--- src/rtl/edge_event_arbiter.sv ---
// Serialises one-cycle edge pulses from N_CH detectors into a single event stream.
// Each channel keeps one pending rising and one pending falling event; channels are served round-robin.
module edge_event_arbiter #(
    parameter int N_CH = 4,
    parameter int ID_W = 2
) (
    input  logic            clk,
    input  logic            rst,
    input  logic [N_CH-1:0] ch_en,
    input  logic [N_CH-1:0] pos_edge,
    input  logic [N_CH-1:0] neg_edge,
    output logic            evt_valid,
    input  logic            evt_ready,
    output logic [ID_W-1:0] evt_ch,
    output logic            evt_pol,
    output logic            evt_ovf,
    output logic            busy,
    output logic            dbg_state
);

    // Handshake: an event transfers on a rising clk edge where evt_valid && evt_ready;
    // while evt_valid=1 and evt_ready=0 the payload (evt_ch/evt_pol/evt_ovf) is held stable.
    typedef enum logic {EMPTY = 1'b0, FULL = 1'b1} state_t;

    state_t          state;
    logic [N_CH-1:0] pend_pos, pend_neg, first, ovf;
    logic [ID_W-1:0] rr_ptr;

    logic [N_CH-1:0] req, gnt_pos, gnt_neg, pp, np;
    logic [N_CH-1:0] pend_pos_n, pend_neg_n, first_n, ovf_n;
    logic [ID_W:0]   idx;
    logic [ID_W-1:0] gnt_ch;
    logic            free, gnt_any, gnt_ok, gnt_pol;

    always_comb begin
        req     = (pend_pos | pend_neg) & ch_en;
        free    = (state == EMPTY) || evt_ready;
        gnt_any = 1'b0;
        gnt_ch  = '0;
        idx     = '0;
        for (int i = 0; i < N_CH; i++) begin
            idx = (ID_W+1)'(rr_ptr) + (ID_W+1)'(i);
            if (idx >= (ID_W+1)'(N_CH))
                idx = idx - (ID_W+1)'(N_CH);
            if (!gnt_any && req[idx[ID_W-1:0]]) begin
                gnt_any = 1'b1;
                gnt_ch  = idx[ID_W-1:0];
            end
        end
        gnt_ok = free & gnt_any;
        // first=1 means the falling event is older, so the rising one goes second
        gnt_pol = (pend_pos[gnt_ch] & pend_neg[gnt_ch]) ? ~first[gnt_ch] : pend_pos[gnt_ch];
        gnt_pos = '0;
        gnt_neg = '0;
        if (gnt_ok) begin
            gnt_pos[gnt_ch] = gnt_pol;
            gnt_neg[gnt_ch] = ~gnt_pol;
        end
        // pp/np: pending bits that survive this cycle's grant; a pulse onto a survivor is lost
        pp         = pend_pos & ~gnt_pos;
        np         = pend_neg & ~gnt_neg;
        pend_pos_n = (pp | pos_edge) & ch_en;
        pend_neg_n = (np | neg_edge) & ch_en;
        first_n    = np & (~pp | first) & ch_en;
        ovf_n      = ((ovf & ~(gnt_pos | gnt_neg)) | (pos_edge & pp) | (neg_edge & np)) & ch_en;
    end

    always_ff @(posedge clk or posedge rst) begin
        if (rst) begin
            state    <= EMPTY;
            evt_ch   <= '0;
            evt_pol  <= 1'b0;
            evt_ovf  <= 1'b0;
            pend_pos <= '0;
            pend_neg <= '0;
            first    <= '0;
            ovf      <= '0;
            rr_ptr   <= '0;
        end else begin
            pend_pos <= pend_pos_n;
            pend_neg <= pend_neg_n;
            first    <= first_n;
            ovf      <= ovf_n;
            if (free) begin
                if (gnt_any) begin
                    state   <= FULL;
                    evt_ch  <= gnt_ch;
                    evt_pol <= gnt_pol;
                    evt_ovf <= ovf[gnt_ch];
                    rr_ptr  <= (gnt_ch == ID_W'(N_CH - 1)) ? '0 : gnt_ch + 1'b1;
                end else begin
                    state <= EMPTY;
                end
            end
        end
    end

    assign evt_valid = (state == FULL);
    assign dbg_state = state;
    assign busy      = (|pend_pos) | (|pend_neg) | evt_valid;

endmodule
--- config.mk ---
export PLATFORM = sky130hd
export DESIGN_NAME = edge_event_arbiter
export DESIGN_NICKNAME = d
export VERILOG_FILES = /design/src/rtl/edge_event_arbiter.sv
export SDC_FILE = /design/constraint.sdc
export NUM_CORES = 1
export LEC_CHECK = 0
export ABC_AREA = 1
export BUFFER_PORTS_ARGS = -buffer_cell sky130_fd_sc_hd__buf_2
export CAP_MARGIN = 20
export CORE_ASPECT_RATIO = 1.1
export CORE_MARGIN = 1.5
export CORE_UTILIZATION = 55
export DETAILED_ROUTE_END_ITERATION = 6
export MAX_ROUTING_LAYER = met4
export PLACE_DENSITY = 0.77
export SLEW_MARGIN = 40
export SYNTH_ARGS = -nofsm -noshare
export SYNTH_HDL_FRONTEND = slang
export SYNTH_SLANG_ARGS = --single-unit
--- constraint.sdc ---
create_clock -name clk -period 6.3 [get_ports clk]
set_clock_uncertainty 0.15 [all_clocks]
set_input_delay 0.63 -clock clk [delete_from_list [all_inputs] [get_ports clk]]
set_output_delay 0.63 -clock clk [all_outputs]
set_load 0.05 [all_outputs]
==> metrics.md <==
| Metric | Value |
|---|---|
| Site Rows | `19` |
| Met2 Use GR | `0.4375` |
| FF/Latch Area | `575.6 um^2` |
| P_sw | `0.5530 mW` |
| Layout cells sized above 1 | `0.2356` |
| Slowest stage delay, CP | `610 ps` |
| DR WL/cell | `13.38 um` |
| Synth warn | `0` |
| WS Path Type | `reg2reg` |
| Routed Antenna Nets | `0` |
| First-pass GRT wire length | `5.699 mm` |
| Initial antenna violation count | `0` |
| Minimum period implied by the final worst setup slack | `2716 ps` |
| Final worst-path cycle share | `0.4310` |
| PortBufs | `21` |
| Number of global-route vias before repair | `1329` |
| Netlist Area Pre-Place | `1519 um^2` |
| Distinct cells, synth | `30` |
| Die X | `53.11 um` |
| H-Tree Level Count | `1` |
| Crit path launch type | `register` |
| Core Region | `2567 um^2` |
| Int Pwr | `0.4168 mW` |
| Fin area | `1667 um^2` |
| Outcome | `complete, no violations` |
| Max-cap violations | `0` |
| Combinational Power Share | `0.680` |
| Slew @ Worst Pin | `494.7 ps` |
| Syn-to-layout area delta | `9.720%` |
| Die area | `3086 um^2` |
| Largest net degree at the start of global routing | `24` |
| GRT overflow | `0` |
| GRT Overall Usage | `0.2529` |
| Cts hold-fix bufs | `0` |
| Drt drc | `0` |
| Post-Syn Area per Cell | `7.483 um^2` |
| Main synth FF type | `dfrtp_1` |
| Placed cells | `252` |
| Worst-path clk slew | `150 ps` |
| Cells after synthesis | `203` |
| DRT iter0 DRCs | `44` |
| RSZ-0062 raised after global routing | `no` |
| Arr. time, crit path | `2800 ps` |
| Mapped Nets | `222` |
| Root buf cell | `clkbuf_4` |
| Commonest non-fill, non-tap cell in the layout | `nand2_1` |
| Sequential share of power | `0.244` |
| Worst VDD drop | `0.3197 mV` |
| Reg2Reg Launch Point | `rr_ptr[0]` |
| Final core occ | `0.6491` |
| Final GP Congestion | `0.8794` |
| Post-synth EDFFs | `0` |
| Clock power frac | `0.075` |
| Path depth of the worst reg2reg path | `16` |
| Switching share of power | `0.5702` |
| Met1 Usage GRT | `0.3102` |
| Post-CTS Setup Inserts | `0` |
| Via count | `1416` |
| Final Hold Fails | `0` |
| Hold_ws | `159.1 ps` |
| Starting Density | `0.5916` |
| CTS Buf Count | `3` |
| Slowest stage cell, crit path | `dfrtp_1` |
| Sink Count | `23` |
| DR vias/cell | `5.531` |
| Leakage | `0.8860 nW` |
| Max-slew headroom | `0.6694` |
| Post-CTS Resized | `0` |
| Fillers | `240` |
| I/O Pins | `22` |
| Clk_lat worst skew | `320 ps` |
| Post-DP HPWL | `2.609 mm` |
| Sequential cell area fraction in the yosys report | `0.3789` |
| Multi-input logic area | `807.0 um^2` |
| Die height | `58.12 um` |
| Post-synth ARST share | `1.000` |
| Buf+Inv Stages, Crit Path | `4` |
| Most frequent cells in the layout | `nand2_1 (48), nand3_1 (29), dfrtp_1 (23), inv_1 (22), buf_2 (21)` |
| Setup TNS | `0 ps` |
| Worst min path class | `in2async` |
| Diode count | `0` |
| TritonCTS clock tree | `done` |
| Reg2reg setup slack | `3580 ps` |
| Worst Path Max Fanout | `10` |
| Final Max Tran Viols | `0` |
| Top delay family on crit path | `simple AND/OR/NAND/NOR gates` |
| Maximum buffer depth of the clock tree | `2` |
| Grt peak-use layer | `met2` |
| Worst R2R End | `ovf[0]` |
| Grt met3 use | `0.02835` |
| Setup crit end kind | `register` |
| PD cells | `581.9 nW/um^2` |
| Worst-path cell chain | `inv_2, nand3_1, nand3_1, o21ai_2, nand4_1, nand2_2, nand2_4, inv_1, ha_1, inv_1, nor2_1, nand3_1, nand3_1, nand3_1, nand2_1, inv_1` |
| Placed Instance Area | `1640 um^2` |
| WP data required | `6380 ps` |
| Fin cells | `256` |
| Achievable frequency | `368.3 MHz` |
| Most frequent CP cell | `nand3_1` |
| Drt pass-1 iters | `4` |
| # nets final | `245` |
| Final setup violation count | `0` |
| WL final | `3.426 mm` |
| FF+latch count, synth | `23` |
## routing by layer
metal	vias up	share of wire
met1	682	0.44
met4	0	0.015
li1	698	-
met5	-	0
met2	28	0.51
met3	8	0.032
## power by group through the flow
stage / Sequential, mW / Clock (mW) / Combinational, mW
after global placement: 0.237 / 0 / 0.634
after global routing: 0.243 / 0.0774 / 0.738
final: 0.237 / 0.0729 / 0.660
after floorplan: 0.271 / 0 / 0.496
after detailed placement: 0.239 / 0 / 0.647
after CTS: 0.236 / 0.0706 / 0.657
## synthesized netlist by cell type (3+ instances only)
| cell type | count | area share |
|---|---|---|
| nor2_1 | 13 | 0.032 |
| inv_1 | 23 | 0.057 |
| a21oi_1 | 8 | 0.026 |
| nand2_2 | 8 | 0.033 |
| o21ai_2 | 3 | 0.017 |
| nand3_1 | 29 | 0.096 |
| nand3_2 | 4 | 0.026 |
| ha_1 | 4 | 0.033 |
| dfrtp_1 | 23 | 0.38 |
| o21ai_0 | 10 | 0.033 |
| o21ai_1 | 6 | 0.020 |
| nand2_1 | 48 | 0.12 |
| inv_2 | 5 | 0.012 |
## through the flow
step	total power, mW	setup WS (ps)
global route	1.058	3377
global placement	0.8711	3633
CTS	0.9633	3656
floorplan	0.7676	3972
detailed placement	0.8861	3553
finish	0.9698	3584
## state kept, by name (all words and copies together) (netlist names)
signal and flops:
pend_pos 4, evt_ch 2, rr_ptr 2, first 4, dbg_state 1, pend_neg 4
ovf 4, evt_pol 1, evt_ovf 1
## worst register-to-register path, stage by stage, from the launching register on
cell	delay (ps)
dfrtp_1	610
inv_2	120
nand3_1	160
nand3_1	130
o21ai_2	120
nand4_1	170
nand2_2	150
nand2_4	90
inv_1	140
ha_1	170
inv_1	50
nor2_1	150
nand3_1	140
nand3_1	100
nand3_1	80
nand2_1	70
inv_1	40
## layout make-up
cell class | instances | share of cell area
clock buffer | 4 | 0.01577
inverter | 29 | 0.06832
multi-input combinational | 148 | 0.4842
sequential | 23 | 0.3453
tap | 31 | 0.02327
timing repair buffer | 21 | 0.06306
## worst max path at each step
stage / startpoint / endpoint / cells after the start
floorplan: ch_en[3] / ovf[0] / 15
global placement: ch_en[3] / ovf[0] / 19
detailed placement: ch_en[3] / ovf[0] / 16
CTS: rr_ptr[0] / ovf[0] / 16
global route: rr_ptr[0] / ovf[0] / 16
finish: rr_ptr[0] / ovf[0] / 16
## cells by family after synthesis
family	count (synthesis)	share of synthesized area
and+or+nand+nor	112	0.3707
xor gates and xnor gates	2	0.01153
adders and majority gates	4	0.03295
buffers and inverters	32	0.08979
DFF	23	0.3789
AOI/OAI and AO/OA	30	0.1162
(Power assumes the default switching activity.)
